## src/rtl/id_stage_pkg.sv

```systemverilog
// Shared definitions for the decode/operand-read stage: widths, field positions,
// instruction classes and the one-hot control bundle.
package id_stage_pkg;

    localparam int XLEN  = 32;
    localparam int NREG  = 32;
    localparam int IMM_W = 14;
    localparam int AW    = $clog2(NREG);
    localparam int OP_W  = 8;

    localparam int OP_LSB   = 24;
    localparam int RD_LSB   = 19;
    localparam int RS_LSB   = 14;
    localparam int IMM_LSB  = 0;
    localparam int IMMF_BIT = 4;

    typedef enum logic [2:0] {
        CLS_INTE  = 3'd0,
        CLS_LOGIC = 3'd1,
        CLS_SHIFT = 3'd2,
        CLS_LD    = 3'd3,
        CLS_ST    = 3'd4,
        CLS_BR    = 3'd5,
        CLS_ILL6  = 3'd6,
        CLS_ILL7  = 3'd7
    } cls_e;

    typedef struct packed {
        logic inte;
        logic logic_op;
        logic shift;
        logic ld;
        logic st;
        logic br;
    } ctrl_t;

    // Illegal classes fall through to an all-zero control bundle.
    function automatic ctrl_t decode_ctrl(input cls_e cls);
        ctrl_t c;
        c = '0;
        case (cls)
            CLS_INTE:  c.inte     = 1'b1;
            CLS_LOGIC: c.logic_op = 1'b1;
            CLS_SHIFT: c.shift    = 1'b1;
            CLS_LD:    c.ld       = 1'b1;
            CLS_ST:    c.st       = 1'b1;
            CLS_BR:    c.br       = 1'b1;
            default:   c          = '0;
        endcase
        return c;
    endfunction

    function automatic logic writes_rd(input cls_e cls);
        return (cls == CLS_INTE) || (cls == CLS_LOGIC) ||
               (cls == CLS_SHIFT) || (cls == CLS_LD);
    endfunction

endpackage

```

## src/rtl/id_stage_if.sv

```systemverilog
// Fetch, writeback and execute-side signals of the decode stage.
// The slave modport is the decode stage itself; master is its surroundings.
interface id_stage_if;
    import id_stage_pkg::*;

    logic [XLEN-1:0] inst_i;
    logic            v_i;
    logic            stall_o;

    logic            wb_we_i;
    logic [AW-1:0]   wb_addr_i;
    logic [XLEN-1:0] wb_data_i;

    logic [XLEN-1:0] rd_value_o;
    logic [XLEN-1:0] rs_value_o;
    logic [XLEN-1:0] imm_value_o;
    logic [OP_W-1:0] opcode_o;
    logic            ctrl_inte_o;
    logic            ctrl_logic_o;
    logic            ctrl_shift_o;
    logic            ctrl_ld_o;
    logic            ctrl_st_o;
    logic            ctrl_br_o;
    logic            immf_o;
    logic            v_o;
    logic            stall_i;

    modport master (
        output inst_i, v_i, wb_we_i, wb_addr_i, wb_data_i, stall_i,
        input  stall_o, rd_value_o, rs_value_o, imm_value_o, opcode_o,
               ctrl_inte_o, ctrl_logic_o, ctrl_shift_o, ctrl_ld_o,
               ctrl_st_o, ctrl_br_o, immf_o, v_o
    );

    modport slave (
        input  inst_i, v_i, wb_we_i, wb_addr_i, wb_data_i, stall_i,
        output stall_o, rd_value_o, rs_value_o, imm_value_o, opcode_o,
               ctrl_inte_o, ctrl_logic_o, ctrl_shift_o, ctrl_ld_o,
               ctrl_st_o, ctrl_br_o, immf_o, v_o
    );

endinterface

```

## src/rtl/id_stage_regfile_2r1w.sv

```systemverilog
// Register file with two combinational read ports and one synchronous write port.
// Reads see a same-cycle write (write-first); r0 is hardwired to zero.
module regfile_2r1w
    import id_stage_pkg::*;
(
    input  logic            clk,
    input  logic            rst,
    input  logic [AW-1:0]   ra_addr,
    output logic [XLEN-1:0] ra_data,
    input  logic [AW-1:0]   rb_addr,
    output logic [XLEN-1:0] rb_data,
    input  logic            we,
    input  logic [AW-1:0]   waddr,
    input  logic [XLEN-1:0] wdata
);

    logic [XLEN-1:0] regs [NREG];

    always_ff @(posedge clk) begin
        if (rst) begin
            for (int i = 0; i < NREG; i++) begin
                regs[i] <= '0;
            end
        end else if (we && (waddr != '0)) begin
            regs[waddr] <= wdata;
        end
    end

    always_comb begin
        ra_data = '0;
        if (ra_addr != '0) begin
            ra_data = (we && (waddr == ra_addr)) ? wdata : regs[ra_addr];
        end
    end

    always_comb begin
        rb_data = '0;
        if (rb_addr != '0) begin
            rb_data = (we && (waddr == rb_addr)) ? wdata : regs[rb_addr];
        end
    end

endmodule

```

## src/rtl/id_stage.sv

```systemverilog
// Decode/operand-read stage: decodes the instruction, reads operands with
// write-first bypass, tracks pending writers in a busy-bit scoreboard.
module id_stage
    import id_stage_pkg::*;
(
    input  logic     clk,
    input  logic     rst,
    id_stage_if.slave bus
);

    logic [OP_W-1:0] opcode;
    logic [AW-1:0]   rd;
    logic [AW-1:0]   rs;
    logic [XLEN-1:0] imm_ext;
    cls_e            cls;
    logic            immf;
    ctrl_t           ctrl;

    logic [XLEN-1:0] rd_val;
    logic [XLEN-1:0] rs_val;

    logic [NREG-1:0] busy;
    logic [NREG-1:0] busy_next;
    logic            rd_busy;
    logic            rs_busy;
    logic            hazard;
    logic            stall;
    logic            advance;
    logic            issue;

    logic            v_q;
    logic [XLEN-1:0] rd_value_q;
    logic [XLEN-1:0] rs_value_q;
    logic [XLEN-1:0] imm_value_q;
    logic [OP_W-1:0] opcode_q;
    ctrl_t           ctrl_q;
    logic            immf_q;

    assign opcode  = bus.inst_i[OP_LSB +: OP_W];
    assign rd      = bus.inst_i[RD_LSB +: AW];
    assign rs      = bus.inst_i[RS_LSB +: AW];
    assign imm_ext = {{(XLEN-IMM_W){bus.inst_i[IMM_LSB+IMM_W-1]}}, bus.inst_i[IMM_LSB +: IMM_W]};
    assign cls     = cls_e'(opcode[OP_W-1 -: 3]);
    assign immf    = opcode[IMMF_BIT];
    assign ctrl    = decode_ctrl(cls);

    regfile_2r1w u_regfile (
        .clk     (clk),
        .rst     (rst),
        .ra_addr (rd),
        .ra_data (rd_val),
        .rb_addr (rs),
        .rb_data (rs_val),
        .we      (bus.wb_we_i),
        .waddr   (bus.wb_addr_i),
        .wdata   (bus.wb_data_i)
    );

    // A writeback landing this cycle resolves the hazard on its register.
    assign rd_busy = busy[rd] & ~(bus.wb_we_i && (bus.wb_addr_i == rd));
    assign rs_busy = busy[rs] & ~(bus.wb_we_i && (bus.wb_addr_i == rs));
    assign hazard  = bus.v_i & (rd_busy | (~immf & rs_busy));

    assign advance = ~v_q | ~bus.stall_i;
    assign stall   = (v_q & bus.stall_i) | hazard;
    assign issue   = bus.v_i & ~stall;

    // Clear first, then set, so a new writer overrides a retiring one.
    always_comb begin
        busy_next = busy;
        if (bus.wb_we_i) begin
            busy_next[bus.wb_addr_i] = 1'b0;
        end
        if (issue && writes_rd(cls) && (rd != '0)) begin
            busy_next[rd] = 1'b1;
        end
    end

    always_ff @(posedge clk) begin
        if (rst) begin
            busy <= '0;
        end else begin
            busy <= busy_next;
        end
    end

    always_ff @(posedge clk) begin
        if (rst) begin
            v_q         <= 1'b0;
            rd_value_q  <= '0;
            rs_value_q  <= '0;
            imm_value_q <= '0;
            opcode_q    <= '0;
            ctrl_q      <= '0;
            immf_q      <= 1'b0;
        end else if (advance) begin
            v_q <= issue;
            if (issue) begin
                rd_value_q  <= rd_val;
                rs_value_q  <= rs_val;
                imm_value_q <= imm_ext;
                opcode_q    <= opcode;
                ctrl_q      <= ctrl;
                immf_q      <= immf;
            end
        end
    end

    assign bus.stall_o      = stall;
    assign bus.v_o          = v_q;
    assign bus.rd_value_o   = rd_value_q;
    assign bus.rs_value_o   = rs_value_q;
    assign bus.imm_value_o  = imm_value_q;
    assign bus.opcode_o     = opcode_q;
    assign bus.ctrl_inte_o  = ctrl_q.inte;
    assign bus.ctrl_logic_o = ctrl_q.logic_op;
    assign bus.ctrl_shift_o = ctrl_q.shift;
    assign bus.ctrl_ld_o    = ctrl_q.ld;
    assign bus.ctrl_st_o    = ctrl_q.st;
    assign bus.ctrl_br_o    = ctrl_q.br;
    assign bus.immf_o       = immf_q;

endmodule

```

## src/flat_wrapper.sv

```systemverilog
// flat-port wrapper written by rule: the top's interface ports become plain ports
module id_stage_flat import id_stage_pkg::*;
  (clk, rst, bus_inst_i, bus_v_i, bus_wb_we_i, bus_wb_addr_i, bus_wb_data_i, bus_stall_i, bus_stall_o, bus_rd_value_o, bus_rs_value_o, bus_imm_value_o, bus_opcode_o, bus_ctrl_inte_o, bus_ctrl_logic_o, bus_ctrl_shift_o, bus_ctrl_ld_o, bus_ctrl_st_o, bus_ctrl_br_o, bus_immf_o, bus_v_o);
  id_stage_if bus_i ();
  input  logic clk;
  input  logic rst;
  input wire logic [$bits(bus_i.inst_i)-1:0] bus_inst_i;
  input wire logic [$bits(bus_i.v_i)-1:0] bus_v_i;
  input wire logic [$bits(bus_i.wb_we_i)-1:0] bus_wb_we_i;
  input wire logic [$bits(bus_i.wb_addr_i)-1:0] bus_wb_addr_i;
  input wire logic [$bits(bus_i.wb_data_i)-1:0] bus_wb_data_i;
  input wire logic [$bits(bus_i.stall_i)-1:0] bus_stall_i;
  output wire logic [$bits(bus_i.stall_o)-1:0] bus_stall_o;
  output wire logic [$bits(bus_i.rd_value_o)-1:0] bus_rd_value_o;
  output wire logic [$bits(bus_i.rs_value_o)-1:0] bus_rs_value_o;
  output wire logic [$bits(bus_i.imm_value_o)-1:0] bus_imm_value_o;
  output wire logic [$bits(bus_i.opcode_o)-1:0] bus_opcode_o;
  output wire logic [$bits(bus_i.ctrl_inte_o)-1:0] bus_ctrl_inte_o;
  output wire logic [$bits(bus_i.ctrl_logic_o)-1:0] bus_ctrl_logic_o;
  output wire logic [$bits(bus_i.ctrl_shift_o)-1:0] bus_ctrl_shift_o;
  output wire logic [$bits(bus_i.ctrl_ld_o)-1:0] bus_ctrl_ld_o;
  output wire logic [$bits(bus_i.ctrl_st_o)-1:0] bus_ctrl_st_o;
  output wire logic [$bits(bus_i.ctrl_br_o)-1:0] bus_ctrl_br_o;
  output wire logic [$bits(bus_i.immf_o)-1:0] bus_immf_o;
  output wire logic [$bits(bus_i.v_o)-1:0] bus_v_o;
  assign bus_i.inst_i = bus_inst_i;
  assign bus_i.v_i = bus_v_i;
  assign bus_i.wb_we_i = bus_wb_we_i;
  assign bus_i.wb_addr_i = bus_wb_addr_i;
  assign bus_i.wb_data_i = bus_wb_data_i;
  assign bus_i.stall_i = bus_stall_i;
  assign bus_stall_o = bus_i.stall_o;
  assign bus_rd_value_o = bus_i.rd_value_o;
  assign bus_rs_value_o = bus_i.rs_value_o;
  assign bus_imm_value_o = bus_i.imm_value_o;
  assign bus_opcode_o = bus_i.opcode_o;
  assign bus_ctrl_inte_o = bus_i.ctrl_inte_o;
  assign bus_ctrl_logic_o = bus_i.ctrl_logic_o;
  assign bus_ctrl_shift_o = bus_i.ctrl_shift_o;
  assign bus_ctrl_ld_o = bus_i.ctrl_ld_o;
  assign bus_ctrl_st_o = bus_i.ctrl_st_o;
  assign bus_ctrl_br_o = bus_i.ctrl_br_o;
  assign bus_immf_o = bus_i.immf_o;
  assign bus_v_o = bus_i.v_o;
  id_stage u_core (.clk(clk), .rst(rst), .bus(bus_i));
endmodule
```

## config.mk

```make
export PLATFORM = sky130hd
export DESIGN_NAME = id_stage_flat
export DESIGN_NICKNAME = d
export VERILOG_FILES = /design/src/rtl/id_stage_pkg.sv /design/src/rtl/id_stage_if.sv /design/src/rtl/id_stage_regfile_2r1w.sv /design/src/rtl/id_stage.sv /design/src/flat_wrapper.sv
export SDC_FILE = /design/constraint.sdc
export NUM_CORES = 2
export LEC_CHECK = 0
export CORE_MARGIN = 5
export CORE_UTILIZATION = 35
export CTS_CLUSTER_DIAMETER = 80
export DETAILED_ROUTE_END_ITERATION = 6
export GPL_TIMING_DRIVEN = 0
export PLACE_DENSITY = 0.57
export SYNTH_ARGS = -nofsm -noshare
export SYNTH_HDL_FRONTEND = slang
export SYNTH_SLANG_ARGS = --single-unit
```

## constraint.sdc

```tcl
create_clock -name clk -period 6.98 [get_ports clk]
set_clock_uncertainty 0.2 [all_clocks]
set_input_delay 1.396 -clock clk [delete_from_list [all_inputs] [get_ports clk]]
set_output_delay 1.396 -clock clk [all_outputs]
set_load 0.005 [all_outputs]
```

# Word-level counts from Yosys, hierarchy flattened
# Memories as Yosys holds them, arrays and structs flattened.
# Cells that the tools add are included.
[word_totals]
ff_bits = 126
ram_bits = 1024
input_bits = 74
output_inout_bits = 113
word_cells = 88
mem_count = 1
[classes]
order_cmp = 5
n_eq_ne = 7
mux = 28
bitwise_logic = 18
reduce_logical = 16
[mem_list]
columns = ["memory", "words", "width", "rd", "rd_ports_with_merged_regs", "wr", "line_no", "text"]
rows = [
  ["u_core.u_regfile.regs", 32, 32, 2, 0, 32, "id_stage_regfile_2r1w.sv:17", "logic [XLEN-1:0] regs [NREG];"],
]
[ops]
columns = ["cell", "n"]
rows = [
  ["$mux W32", 7],
  ["$and A32 B32 Y32", 1],
  ["$not A32 Y32", 1],
  ["$or A32 B32 Y32", 1],
  ["$reduce_or A32 Y1", 1],
  ["$lt A5 B6 Y1 const B", 3],
  ["$mux W1", 16],
  ["$reduce_bool A5 Y1", 3],
  ["$bmux W1 S5", 2],
  ["$demux W1 S5", 2],
  ["$eq A5 B5 Y1", 2],
  ["$ge A5 B1 Y1 const B", 2],
  ["$logic_and A1 B1 Y1", 7],
  ["$and A1 B1 Y1", 6],
  ["$eq A3 B2 Y1 const B", 2],
  ["$eq A3 B3 Y1 const B", 2],
  ["$not A1 Y1", 6],
  ["$mux W5", 1],
  ["$eq A3 B1 Y1 const B", 1],
  ["$logic_not A3 Y1", 1],
  ["$logic_or A1 B1 Y1", 3],
  ["$or A1 B1 Y1", 3],
  ["$reduce_and A2 Y1", 1],
]

# Longest topological paths before layout
[depth]
word_depth = 13
ltp_mapped = 11
mapped_depth_nobuf = 7

# Cells and area by module
# Synthesis repeated with hierarchy kept, for this count alone.
[hier_totals]
hier_cells = 4518
area_unflattened_um2 = 61386.4
[modules_own_cells]
columns = ["mod", "instances", "cells_each", "area_each_um2", "seq_area_each_um2"]
rows = [
  ["regfile_2r1w", 1, 3802, 55061.6, 30749.5],
  ["id_stage", 1, 716, 6324.8, 2502.4],
]

# Worst setup path after synthesis
# OpenSTA, ideal clock, no wires.
[synth_path]
path_type = "input to register"
startpoint = "input bus_wb_addr_i[2]"
endpoint = "memory u_core.u_regfile.regs[16][0] (enable)"
setup_time_ns = 0.466
t_arrival_ns = 4.869
required_ns = 6.314
slack_ns = 1.445
path_stages = 5
n_path_buf = 2
cell_sequence = "clkbuf_1 -> nor3_1 -> or4b_2 -> clkbuf_1 -> o21ai_0"
[synth_lines]
columns = ["item", "line_no", "text"]
rows = [
  ["from (decl)", "flat_wrapper.sv:10", "input wire logic [$bits(bus_i.wb_addr_i)-1:0] bus_wb_addr_i;"],
  ["to (decl)", "id_stage_regfile_2r1w.sv:17", ""],
]

# Worst setup path after layout
[layout_path]
startpoint = "input bus_inst_i[19]"
endpoint = "register u_core.rd_value_q[8] (netlist: u_core.bus.rd_value_o[8])"
[layout_via]
elab_chain_len = 10
word_cells_on_any_way = 16
classes_between = "eq/ne: 1; mux: 4; bitwise: 7; reduce/logical: 3; memory: 1"
[layout_lines]
columns = ["item", "line_no", "text"]
rows = [
  ["from (decl)", "flat_wrapper.sv:7", "input wire logic [$bits(bus_i.inst_i)-1:0] bus_inst_i;"],
  ["branches (longest 10 deep; another with $bmux W1 S5)", "n/a", ""],
  ["to (signal assigned)", "id_stage.sv:99", "rd_value_q <= rd_val;"],
  ["to (decl)", "id_stage.sv:32", "logic [XLEN-1:0] rd_value_q;"],
]
# Several ways; the timed one is not identified. The select of a mux whose other input is x is not followed.
# A chain may end at the register's enable or synchronous reset.

==> out/summary.txt <==
Detailed placer's ending HPWL - 184,000 um
Post-detailed-route DRC marker count - 9
RR Startpoint - u_core.busy[13]
Source-to-sink clock delay at the later pin of the worst-skew pair - 800 ps
Most frequent cells in the layout - sky130_fd_sc_hd__edfxtp_1, sky130_fd_sc_hd__and2_1, sky130_fd_sc_hd__mux4_2
Post-synthesis async set-or-reset flop share - 0
Violated checks - design-rule violations, max-capacitance violations, max-slew violations
Leading cell types by total area after synthesis - sky130_fd_sc_hd__edfxtp_1, sky130_fd_sc_hd__mux4_2, sky130_fd_sc_hd__and2_1, sky130_fd_sc_hd__dfxtp_1, sky130_fd_sc_hd__clkbuf_1
PwrDens - 251 nW/um2
Worst Setup End Kind - flop
Die X - 420 um
Max clock buf depth - 3
Final Hold Fails - 0
Largest vdd supply drop - 0.230 mV
Clock period minus worst slack - 6260 ps
Total Die Area - 177,000 um2
Maximum number of pins on one net before global-route repair - 33
Final total negative setup slack - 0 ps
Global-route wire length before repair - 341,000 um
Synth Flop Type - sky130_fd_sc_hd__edfxtp_1
Unrepaired setup endpoints after global routing - false
Synth Cell Area - 58,900 um2
Source of the critical timing path - bus_inst_i[19]
Count of endpoints failing setup in the final report - 0
Area of the core region - 167,000 um2
Fraction of final layout cells with drive strength greater than 1 - 0.207
Average wire length per cell after detail routing - 37.9 um
Sequential cell area - 33,300 um2
Clock Root Buffer - sky130_fd_sc_hd__clkbuf_16
Slew of the pin with the lowest slew margin - 1510 ps
Pleak - 22.8 nW
Routed vias - 42.4k
Utilization after layout - 0.415
Number of slew-limit violations in the final report - 22
Synth cell types - 52
Final wirelength - 256,000 um
Cell with the biggest individual delay on the critical path - sky130_fd_sc_hd__a22oi_1
Overall track demand over capacity in global routing - 0.284
Critical Setup Path Class - primary input to flop
Post-cts hold buffer count - 0
Average size of a mapped cell - 14.6 um2
Required time at the endpoint of the critical path - 7400 ps
Final-layout fill cell count - 15.3k
Placement Rows - 150
Overall power of the completed layout - 17.4 mW
Initial standard-cell utilization of the core - 0.352
# nets final - 4,494
Cell seen most often among critical-path stages - sky130_fd_sc_hd__buf_2
Worst Path Max Fanout - 11
H-Tree Depth - 4
Number of detailed-route iterations in the first pass - 7
Final critical-path share of the clock period - 0.897
Hold WS - 275 ps
Class of the most critical hold timing path - flop to flop
Number of clock buffers inserted by TritonCTS - 135
Cell-by-cell trace of the critical path - clkdlybuf4s50_1 > buf_2 > buf_2 > buf_2 > buf_2 > buf_2 > mux4_2 > a22oi_1 > nand4_1 > o211ai_1 > o21ai_0
Combined area of the multi-input logic cells - 24,200 um2
Total of flip-flops plus latches after synthesis - 1,149
Post-DR vias/cell - 6.28
Number of antenna violations at the first check in global routing - 19
Synth warnings - 0
# IOs - 187
CP Data Arrival Time - 6680 ps
Commonest non-fill, non-tap cell in the layout - sky130_fd_sc_hd__edfxtp_1
Cells after Synth - 4,024
Source of the worst hold timing path - u_core.busy[1]
EDFF count, synth - 1,024
Cell taking the most area after synthesis - sky130_fd_sc_hd__edfxtp_1
Postcts setup bufs - 0
Seq/Total Area, Yosys - 0.564
Area Overhead vs Synth - 17.8%
Clock-pin slew reported for the worst setup and hold paths after clock tree synthesis - 60 ps
Total overflow reported by the global router - 0
Critical path startpoint category - primary input
Overall die height - 420 um
Max-cap viol count - 2
Port-buffer cells - 180
CP max stage delay - 930 ps
F_max - 0.160 GHz
Post-route antenna net violation count - 0
Run status - complete, but fails checks
Post-cts repair resize count - 0
TritonCTS clock tree - built
Share of Yosys cell area claimed by the top area cell type - 0.522
Final weighted congestion of routability-driven global placement - 1.00
Vias in the first global route - 41.1k
Number of sinks driven by the clock tree - 1,149
Worst slew slack as a fraction of its limit - -0.00877
Iteration-0 DRC count of the detailed router - 6,898
-- worst max-delay path, delay by kind of cell --
family / cells / cell delay [ps]
buf+inv: 6 / 3050
mux: 1 / 600
simple gates: 1 / 320
compound gates: 3 / 1280
-- path summary, 6_finish.rpt --
kind	to	cells after the start	slack, ps
max	u_core.bus.rd_value_o[8]	11	720
min	u_core.busy[1]	2	270
max reg2reg	u_core.bus.rd_value_o[25]	8	2910
min reg2reg	u_core.busy[1]	2	270
-- power breakdown --
part	internal, mW	switching (mW)
combinational	0.896	1.38
sequential	7.86	0.204
clock	4.07	2.99
total	12.8	4.58
-- synth_stat cells (16+ instances only) --
library cell / instances
sky130_fd_sc_hd__o21ai_0: 75
sky130_fd_sc_hd__nor2_1: 106
sky130_fd_sc_hd__clkbuf_1: 367
sky130_fd_sc_hd__buf_2: 61
sky130_fd_sc_hd__buf_1: 22
sky130_fd_sc_hd__a31o_2: 42
sky130_fd_sc_hd__a221oi_1: 33
sky130_fd_sc_hd__o211ai_1: 74
sky130_fd_sc_hd__o22ai_1: 133
sky130_fd_sc_hd__nand2_1: 26
sky130_fd_sc_hd__nand3_1: 30
sky130_fd_sc_hd__and2_1: 995
sky130_fd_sc_hd__dfxtp_1: 125
sky130_fd_sc_hd__a22oi_1: 66
sky130_fd_sc_hd__nand4_1: 33
sky130_fd_sc_hd__mux4_2: 523
sky130_fd_sc_hd__buf_4: 20
sky130_fd_sc_hd__a21oi_1: 26
sky130_fd_sc_hd__edfxtp_1: 1024
sky130_fd_sc_hd__a22o_1: 32
sky130_fd_sc_hd__a32oi_1: 32
sky130_fd_sc_hd__o31ai_1: 16
sky130_fd_sc_hd__nor3_1: 48
-- metal layers --
layer	wire, um	global-route usage
met1	90000	0.345
met4	20900	0.192
met5	20	0
met2	111000	0.423
met3	33700	0.103
-- stage by stage --
step | instance area, um2 | instances | setup slack (ps)
2_1_floorplan | 59000 | 4055 | 1440
3_5_place_dp | 65000 | 6484 | 254
3_3_place_gp | 63600 | 6439 | -3150
4_1_cts | 69300 | 6732 | 924
5_1_grt | 69400 | 6736 | 616
6_report | 69400 | 6752 | 717
-- state kept, by name (all words and copies together) (netlist names) --
register and count:
u_core.bus.ctrl_ld_o 1, u_core.bus.ctrl_shift_o 1, u_core.bus.rd_value_o 32, u_core.bus.rs_value_o 32, u_core.bus.ctrl_inte_o 1, u_core.busy 32, u_core.bus.ctrl_br_o 1, u_core.bus.v_o 1
u_core.u_regfile.regs 1024, u_core.bus.imm_value_o 14, u_core.bus.ctrl_st_o 1, u_core.bus.opcode_o 8, u_core.bus.ctrl_logic_o 1
-- final cells by class --
| cell class | instances | share of cell area |
|---|---|---|
| clock buffers | 192 | 0.0545 |
| clock inverters | 56 | 0.00736 |
| diodes | 17 | 0.000613 |
| multi-input cells | 2424 | 0.348 |
| well taps | 2204 | 0.0397 |
| inverters | 8 | 0.000433 |
| repair buffers | 228 | 0.0417 |
| plain buffers | 474 | 0.0285 |
| flip-flops and latches | 1149 | 0.479 |
-- kinds of logic after synthesis --
group                     count (synthesis)  share of synthesized area
buffers and inverters                   482                     0.0338
and+or+nand+nor                        1291                      0.131
muxes                                   537                      0.202
DFF                                    1149                      0.564
other                                     1                  0.0000636
AOI/OAI and AO/OA                       554                     0.0675
xor gates and xnor gates                 10                    0.00149
No activity file was read; power rests on OpenSTA's default activity.
==> RTL change: new RTL, config.mk and constraints unchanged <==
The package constant `OP_LSB` goes from 24 to 12.
--- a/src/rtl/id_stage_pkg.sv
+++ b/src/rtl/id_stage_pkg.sv
@@ -8,7 +8,7 @@
     localparam int AW    = $clog2(NREG);
     localparam int OP_W  = 8;
 
-    localparam int OP_LSB   = 24;
+    localparam int OP_LSB   = 12;
     localparam int RD_LSB   = 19;
     localparam int RS_LSB   = 14;
     localparam int IMM_LSB  = 0;
Function: not settled (the Yosys comparison gave no result); the edit may change what the design does.
==> RTL change against the original RTL <==
The flow still finishes with violations (DRC, capacitance limit, slew limit). Sequential cell count fell by 2. Area after synthesis up 1.9%. Sequential share of layout area down 0.61 points. Utilization fell by 0.48 points. Total power up 3.2%. Via count increased by 12%. Clock power up 2%. Setup slack lost 0.59 ns. Routed wire length increased by 26%. Register-to-register slack improved by 0.39 ns. Cell area up 1.2%. Critical endpoint is now u_core.bus.rd_value_o[0]$_SDFFE_PP0P_.
==> RTL change: results (changes against the original RTL) <==
* Status: complete, but fails checks (unchanged)
* Failing checks: DRC, capacitance limit, slew limit (unchanged)
* WP depth at 11 (unchanged)
* Count of cell types in the netlist at 64 (was 52)
* Largest net degree at the start of global routing at 24 (was 33)
* Slew Limit Fails at 119 (was 22)
* End of the critical path: u_core.bus.rd_value_o[0]$_SDFFE_PP0P_ (was u_core.bus.rd_value_o[8]$_SDFFE_PP0P_)
* Worst reg2reg setup slack at 3.30 ns (was 2.91 ns)
* RR Endpoint: u_core.bus.rs_value_o[1]$_SDFFE_PP0P_ (was u_core.bus.rd_value_o[25]$_SDFFE_PP0P_)
* Pleak at 0.0248 uW (was 0.0228 uW)
* Dpl cell area at 65,800 sq um (was 65,000 sq um)
* Critical Path AT at 7.31 ns (was 6.68 ns)
* Most frequent cells after synthesis: edfxtp_1, and2_1, mux2i_1 (was edfxtp_1, and2_1, mux4_2)
* Final #Nets at 4,931 (was 4,494)
* GR Util met1 at 0.411 (was 0.345)
* Crit path max fanout at 10 (was 11)
* Vias in the first global route at 44,600 (was 41,100)
* IO Port Bufs at 165 (was 180)
* DRC errors left at 4 (was 9)
* Hold_sp: u_core.busy[3]$_SDFF_PP0_ (was u_core.busy[1]$_SDFF_PP0_)
* Reg2Reg Launch Point: u_core.busy[2]$_SDFF_PP0_ (was u_core.busy[13]$_SDFF_PP0_)
* Placed cell count at 6,952 (was 6,484)
* Antenna violations before repair at 23 (was 19)
* Final Non-Filler Cells at 7,221 (was 6,752)
* CP max-delay cell: clkbuf_1 (was a22oi_1)
* Total GRT Usage at 0.347 (was 0.284)
* Met3 WL at 45.9 mm (was 33.7 mm)
* Share of cells above drive strength 1 at 0.156 (was 0.207)
* DRT iter0 DRCs at 9,177 (was 6,898)
* M2 GR Usage at 0.481 (was 0.423)
* VDD IR max at 271 uV (was 230 uV)
* Max stage delay on crit path at 1.20 ns (was 0.93 ns)
* Worst Tran Pin Value at 1.69 ns (was 1.51 ns)
* Hpwl dp at 233 mm (was 184 mm)
* Seq/Total Area, Yosys at 0.553 (was 0.564)
* Total number of vias at 47,300 (was 42,400)
* Met2 wire len at 128 mm (was 111 mm)
* Critical Path Source: bus_inst_i[22] (was bus_inst_i[19])
* Top layer in use: met5 (unchanged)
* Routed WL at 321 mm (was 256 mm)
* Number of max-cap violations at 14 (was 2)
==> RTL change: cell types whose count changed after synthesis, sizes merged, moves of 44 or more <==
cell	unedited run	this run
mux4	523	313
o32ai	4	80
buf	107	161
nor3	49	5
nand2	27	110
mux2i	13	485
inv	8	70
==> RTL change: final cells by class <==
cell class	instances	area, sq um
antenna	20	50.0
buffer	496	2180
clock buffer	190	3780
clock inverter	58	541
fill	16000	101000
inverter	70	263
multi-input combinational	2802	24900
sequential	1147	33200
tap	2233	2790
timing repair buffer	205	2450
==> RTL change: power by group <==
part / switching [uW] / internal [uW] / total, uW
combinational: 1830 / 854 / 2680
sequential: 222 / 7860 / 8080
clock: 3120 / 4090 / 7200
total: 5170 / 12800 / 18000
==> RTL change: kinds of logic (layout without fill, tap and decap cells) <==
logic type,after synthesis,after routing,synth area share
buf+inv,566,1019,0.0399
other cells,1,52,0.0000624
flops,1147,1147,0.553
mux,810,810,0.200
simple gates,1323,1323,0.129
xor+xnor,10,10,0.00146
compound gates,627,627,0.0762
==> RTL change: worst min-delay path by stage <==
stage	end	slack, ns	cells past startpoint
4_1_cts	u_core.busy[3]$_SDFF_PP0_	0.25	2
3_3_place_gp	u_core.busy[3]$_SDFF_PP0_	0.24	2
5_1_grt	u_core.busy[3]$_SDFF_PP0_	0.26	2
3_5_place_dp	u_core.busy[3]$_SDFF_PP0_	0.24	2
6_report	u_core.busy[3]$_SDFF_PP0_	0.25	2
2_1_floorplan	u_core.busy[1]$_SDFF_PP0_	0.22	2
==> RTL change: stage by stage <==
stage               total power [uW]  TNS (ns)  utilization  worst slack [ns]
floorplan                       9320         0            -              1.63
global placement               10700  -1925.25        0.378             -2.76
detailed placement             10700   -0.0143        0.385           -0.0143
CTS                            17700         0        0.410             0.498
global route                   18200         0        0.410             0.300
finish                         18000         0        0.410             0.126
